`config.mk`:
```
export PLATFORM = sky130hd
export DESIGN_NAME = mem_arbiter
export DESIGN_NICKNAME = d
export VERILOG_FILES = /design/src/rtl/mem_arbiter.sv
export SDC_FILE = /design/constraint.sdc
export NUM_CORES = 1
export LEC_CHECK = 0
export CORE_MARGIN = 5
export CORE_UTILIZATION = 55
export CTS_CLUSTER_DIAMETER = 120
export DETAILED_ROUTE_END_ITERATION = 16
export DONT_BUFFER_PORTS = 1
export GPL_ROUTABILITY_DRIVEN = 1
export HOLD_SLACK_MARGIN = 0.06
export PLACE_DENSITY = 0.67
export REMOVE_ABC_BUFFERS = 1
export SLEW_MARGIN = 40
export SYNTH_ARGS = -nofsm -noshare
export SYNTH_HDL_FRONTEND = slang
export SYNTH_SLANG_ARGS = --single-unit
```
`constraint.sdc`:
```
create_clock -name clk -period 1.8 [get_ports clk]
set_input_delay 0.36 -clock clk [delete_from_list [all_inputs] [get_ports clk]]
set_output_delay 0.36 -clock clk [all_outputs]
set_load 0.01 [all_outputs]
```
`src/rtl/mem_arbiter.sv`:
```
// Two-port memory arbiter: IDLE -> ACCESS -> READ, fixed 3-cycle latency.
// Optional round-robin arbitration selected by defining MEM_ARB_RR_EN.
module mem_arbiter #(
  parameter int AW = 16,
  parameter int DW = 16
) (
  input  logic          clk,
  input  logic          reset,
  input  logic          req0,
  input  logic          req1,
  input  logic          we0,
  input  logic          we1,
  input  logic [AW-1:0] addr0,
  input  logic [AW-1:0] addr1,
  input  logic [DW-1:0] wdata0,
  input  logic [DW-1:0] wdata1,
  output logic          ack0,
  output logic          ack1,
  output logic [DW-1:0] rdata0,
  output logic [DW-1:0] rdata1,
  output logic [AW-1:0] mem_mar,
  output logic [DW-1:0] mem_mdr,
  output logic          mem_we,
  input  logic [DW-1:0] mem_out,
  output logic          busy,
  output logic          owner
);

  typedef enum logic [1:0] {
    IDLE,
    ACCESS,
    READ
  } state_t;

  state_t state, state_nx;

  logic          m0, m1;
  logic          gnt, gnt_port;
  logic          ack0_nx, ack1_nx;
  logic [DW-1:0] rdata0_nx, rdata1_nx;
  logic [AW-1:0] mar_nx;
  logic [DW-1:0] mdr_nx;
  logic          we_nx, busy_nx, owner_nx;

  // a port whose ack is high this cycle cannot win
  assign m0 = req0 & ~ack0;
  assign m1 = req1 & ~ack1;

  // pick the winner among unmasked requests
  always_comb begin
    gnt      = 1'b0;
    gnt_port = owner;
`ifdef MEM_ARB_RR_EN
    if (m0 && m1) begin
      gnt      = 1'b1;
      gnt_port = ~owner;
    end else if (m0) begin
      gnt      = 1'b1;
      gnt_port = 1'b0;
    end else if (m1) begin
      gnt      = 1'b1;
      gnt_port = 1'b1;
    end
`else
    if (m0) begin
      gnt      = 1'b1;
      gnt_port = 1'b0;
    end else if (m1 && !req0) begin
      gnt      = 1'b1;
      gnt_port = 1'b1;
    end
`endif
  end

  // state and registered outputs
  always_ff @(posedge clk) begin
    if (!reset) begin
      state   <= IDLE;
      ack0    <= 1'b0;
      ack1    <= 1'b0;
      rdata0  <= '0;
      rdata1  <= '0;
      mem_mar <= '0;
      mem_mdr <= '0;
      mem_we  <= 1'b0;
      busy    <= 1'b0;
      owner   <= 1'b1;
    end else begin
      state   <= state_nx;
      ack0    <= ack0_nx;
      ack1    <= ack1_nx;
      rdata0  <= rdata0_nx;
      rdata1  <= rdata1_nx;
      mem_mar <= mar_nx;
      mem_mdr <= mdr_nx;
      mem_we  <= we_nx;
      busy    <= busy_nx;
      owner   <= owner_nx;
    end
  end

  // next-state sequencing
  always_comb begin
    state_nx = state;
    unique case (state)
      IDLE:    if (gnt) state_nx = ACCESS;
      ACCESS:  state_nx = READ;
      READ:    state_nx = IDLE;
      default: state_nx = IDLE;
    endcase
  end

  // next values of the registered outputs
  always_comb begin
    ack0_nx   = 1'b0;
    ack1_nx   = 1'b0;
    rdata0_nx = rdata0;
    rdata1_nx = rdata1;
    mar_nx    = mem_mar;
    mdr_nx    = mem_mdr;
    we_nx     = mem_we;
    owner_nx  = owner;
    unique case (state)
      IDLE: begin
        if (gnt) begin
          mar_nx   = gnt_port ? addr1 : addr0;
          mdr_nx   = gnt_port ? wdata1 : wdata0;
          we_nx    = gnt_port ? we1 : we0;
          owner_nx = gnt_port;
        end
      end
      ACCESS: we_nx = 1'b0;
      READ: begin
        if (owner) begin
          rdata1_nx = mem_out;
          ack1_nx   = 1'b1;
        end else begin
          rdata0_nx = mem_out;
          ack0_nx   = 1'b1;
        end
      end
      default: we_nx = 1'b0;
    endcase
    busy_nx = (state_nx != IDLE);
  end

endmodule

```
; ---- After elaboration in Yosys (flattened, before gate mapping)
; Cells that the tools add are included.
[totals]
register_bits = 71
in_bits = 86
output_inout_bits = 69
elab_cells = 41
[classes]
eq_ne = 3
mux = 13
bitwise_logic = 6
reduce_logical = 9
[ops]
columns = operator, count
row1 = $mux W16, 2
row2 = $reduce_and A2 Y1, 5
row3 = $mux W1, 8
row4 = $not A1 Y1, 4
row5 = $pmux W2 S2, 1
row6 = $and A1 B1 Y1, 2
row7 = $eq A2 B1 Y1 const B, 1
row8 = $eq A2 B2 Y1 const B, 1
row9 = $logic_not A2 Y1, 1
row10 = $mux W2, 1
row11 = $ne A2 B2 Y1 const B, 1
row12 = $pmux W1 S2, 1
row13 = $reduce_bool A2 Y1, 1
row14 = $logic_and A1 B1 Y1, 1
row15 = $logic_not A1 Y1, 1

; ---- Longest topological paths before layout
[logic_depth]
ltp_word = 8
mapped_depth = 6
depth_no_buf = 4

; ---- Worst setup path after synthesis
; OpenSTA, ideal clock, no wires.
[synth_path]
path_kind = input port to flip-flop
startpoint = input req0
endpoint = register mem_mar[0]
setup_ps = 125
arrival_ps = 1412
required_ps = 1675
setup_slack_ps = 263
stages = 5
path_buffers = 2
cell_sequence = or3b_1 > a211oi_2 > buf_4 > buf_2 > a31oi_1
[synth_between]
elab_chain_cells = 5
[synth_rtl]
columns = item, line
row1 = from (decl), 9  ; input logic req0,
row2 = $logic_not A1 Y1, 68  ; end else if (m1 && !req0) begin
row3 = $logic_and A1 B1 Y1, 68
row4 = $mux W1, 68
row5 = $mux W1, 65  ; if (m0) begin
row6 = $mux W16 or $reduce_and A2 Y1 (tied branches), --
row7 = to (signal assigned), 94  ; mem_mar <= mar_nx;
row8 = to (decl), 21  ; output logic [AW-1:0] mem_mar,
; Parallel ways exist; a longest one is shown, timed or not.
; A chain may end at the register's enable or synchronous reset.

; ---- Final worst setup path
[layout_path]
startpoint = register ack1
endpoint = register mem_mdr[10]
[layout_between]
elab_chain_cells = 6
[layout_rtl]
columns = item, line
row1 = from (decl), 18  ; output logic ack1,
row2 = from (signal assigned), 91  ; ack1 <= ack1_nx;
row3 = $not A1 Y1 (*), 47  ; assign m1 = req1 & ~ack1;
row4 = $and A1 B1 Y1 (*), 47
row5 = $logic_and A1 B1 Y1 (*), 68
row6 = $mux W1, 68
row7 = $mux W1, 65
row8 = $mux W16 or $reduce_and A2 Y1 (tied branches), --
row9 = to (signal assigned), 95  ; mem_mdr <= mdr_nx;
row10 = to (decl), 22  ; output logic [DW-1:0] mem_mdr,
; Every way passes the cells marked *; elsewhere a longest branch is shown, timed or not.

==> results.json <==
{
  "tightest_slew_ns": 0.348,
  "period_share": 0.922,
  "die_h_um": 81.2,
  "grt_use_met3": 0.105,
  "cpPeakStageDelay_ns": 0.43,
  "setup_tns_ns": 0,
  "grt_usage": 0.214,
  "clock_sinks": 71,
  "synth.area.top_cells": "dfxtp_1, nand2_1, a21boi_0",
  "startpoint_type": "register",
  "relSlewSlack": 0.768,
  "wirelength_mm": 7.06,
  "drc": 0,
  "cts_resized": 0,
  "regArea_um2": 1420,
  "power.density_nw_per_um2": 1090,
  "ys_warn_count": 0,
  "drt_iter0_drc": 58,
  "use_met2": 0.336,
  "num_vias": 2332,
  "initial_core_util": 0.556,
  "place_congestion": 0.753,
  "critPathLaunch": "ack1",
  "run_status": "finished clean",
  "cts_tree": "built",
  "fin_worst_skew_ns": 0.00828,
  "htree_levels": 3,
  "core_um2": 5010,
  "cts_buffer_depth": 2,
  "grt_max_degree": 71,
  "pin_count": 155,
  "gr-total-overflow": 0,
  "yosysSeqAreaShare": 0.510,
  "crit_type": "register to register",
  "hpwlAfterDp_mm": 4.72,
  "synth_top_area_frac": 0.510,
  "yosysTopAreaCell": "dfxtp_1",
  "setup_viol": 0,
  "crit_end": "mem_mdr[10]",
  "drt_pre_antenna_iters": 4,
  "fp.dieArea_um2": 6590,
  "die_w_um": 81.2,
  "reg2reg_from": "ack1",
  "p_leak_nw": 1.10,
  "vias_per_cell": 5.69,
  "synthCells": 345,
  "yosysUniqueCellTypes": 24,
  "fin_hold_ws_ns": 0.116,
  "holdCritPathClass": "input port to register",
  "crit_chain": "or3b_1, a211oi_4, buf_12, o21ai_0, a31oi_1",
  "top_usage_layer": "met2",
  "ys_top_cells_by_count": "nand2_1, dfxtp_1, a31oi_1",
  "slowest_stage": "or3b_1",
  "post-route-util": 0.610,
  "synth_seq_cells": 71,
  "wl_per_cell_um": 17.2,
  "async_flop_share": 0,
  "worst-endpoint-required_ns": 2.06,
  "setup_slack_ns": 0.140,
  "antenna_found_initial": 0,
  "fmax_ghz": 0.602,
  "r2r_cells": 5,
  "grt_pass1_vias": 2284,
  "irDropWorstVdd_v": 0.000518,
  "rsz0062_at_grt": "no",
  "synth_edf_count": 0,
  "hold_viol": 0,
  "ant_nets": 0,
  "fill_cells": 488,
  "rows": 26,
  "cts_buffers": 9,
  "syn_area_um2": 2790,
  "insertion_delay_ns": 0.33,
  "fin_crit_ns": 1.66,
  "cts-root-buf": "clkbuf_8",
  "ys.flop_type": "dfxtp_1",
  "drive_gt1_frac": 0.0706,
  "cap_violations": 0,
  "reg2reg_slack_ns": 0.14,
  "cp-end-kind": "register",
  "yosysMostFrequentCell": "nand2_1",
  "syn2layout_area_growth_pct": 9.75,
  "cp_max_fo": 33,
  "slew_viol_final": 0,
  "syn_avg_cell_area_um2": 8.07,
  "post-place-ws_ns": 0.0950,
  "multi_input_area_um2": 1250,
  "use_met1": 0.244,
  "rr_endpoint": "mem_mdr[10]",
  "nets": 423,
  "whs_path_depth": 1,
  "insertedDiodeCount": 0,
  "clkTransAtPathRegs_ns": 0.07,
  "p_total_mw": 3.33,
  "grt_pass1_wl_mm": 10.9,
  "worstPathArrival_ns": 1.92,
  "io_buffers": 0
}
state kept, by name (all words and copies together) (netlist names):
name and cells:
ack1 1, busy 1, mem_mar 16, rdata1 16, mem_we 1, rdata0 16, mem_mdr 16, ack0 1
state 2, owner 1
worst min path at each step:
stage,end,startpoint,slack [ns]
detailed placement,owner,reset,0.44
finish,owner,reset,0.12
global route,owner,reset,0.11
floorplan,owner,reset,0.42
CTS,owner,reset,0.09
global placement,owner,reset,0.43
kinds of logic (layout without fill, tap and decap cells):
logic type / Yosys count / after routing / share of synthesized area
compound gates: 103 / 103 / 0.234
buf+inv: 27 / 22 / 0.0436
simple gates: 144 / 144 / 0.212
flops: 71 / 71 / 0.510
layer usage:
metal	wire length, um	part of all wire	up-vias
met5	0	0	-
met4	93	0.013	0
met3	935	0.13	12
met2	3360	0.48	128
met1	2680	0.38	1043
li1	-	-	1149
cell type report:
type | count | area share
clock buffer | 13 | 0.0487
clock inverter | 1 | 0.00982
multi-input combinational | 247 | 0.410
sequential | 71 | 0.465
tap | 70 | 0.0287
timing repair buffer | 8 | 0.0377
layout by cell type, fill, tap and decap left out:
master       n
clkbuf_16    1
a21boi_0    32
and3b_1      2
nand2b_1     1
dfxtp_1     71
clkbuf_1     3
clkbuf_8    10
and2_1       3
bufinv_16    1
nor3b_1      1
a31oi_1     33
nor3b_2      1
or2_2        1
or3b_1       1
nor2b_1      1
o32ai_1      1
buf_12       3
nand2_1    131
o21ai_2      1
or3b_2       1
o21a_1       1
o21ai_0     23
buf_4        4
a211oi_4     1
a21oi_1      1
nand3b_1     1
o21ai_1     10
report_power, final:
group | switching [mW] | internal [mW] | total, mW
clock network | 0.527 | 0.665 | 1.19
registers | 0.132 | 1.68 | 1.81
logic | 0.186 | 0.141 | 0.327
worst max-delay path, delay by kind of cell, from the launching register on:
family	cells	cell delay [ns]
simple gates	1	0.43
buf+inv	1	0.23
flops	1	0.31
compound gates	3	0.61
repair_timing:
item	CTS	global route
setup buffers	0	0
hold buffers	0	0
endpoints found under the setup margin	0	1
metrics by stage:
step,instance area (um2),instances
floorplan,2660,318
global placement,2850,395
detailed placement,2850,395
CTS,3030,409
global route,3060,410
finish,3060,410
No activity file was read; power rests on OpenSTA's default activity.
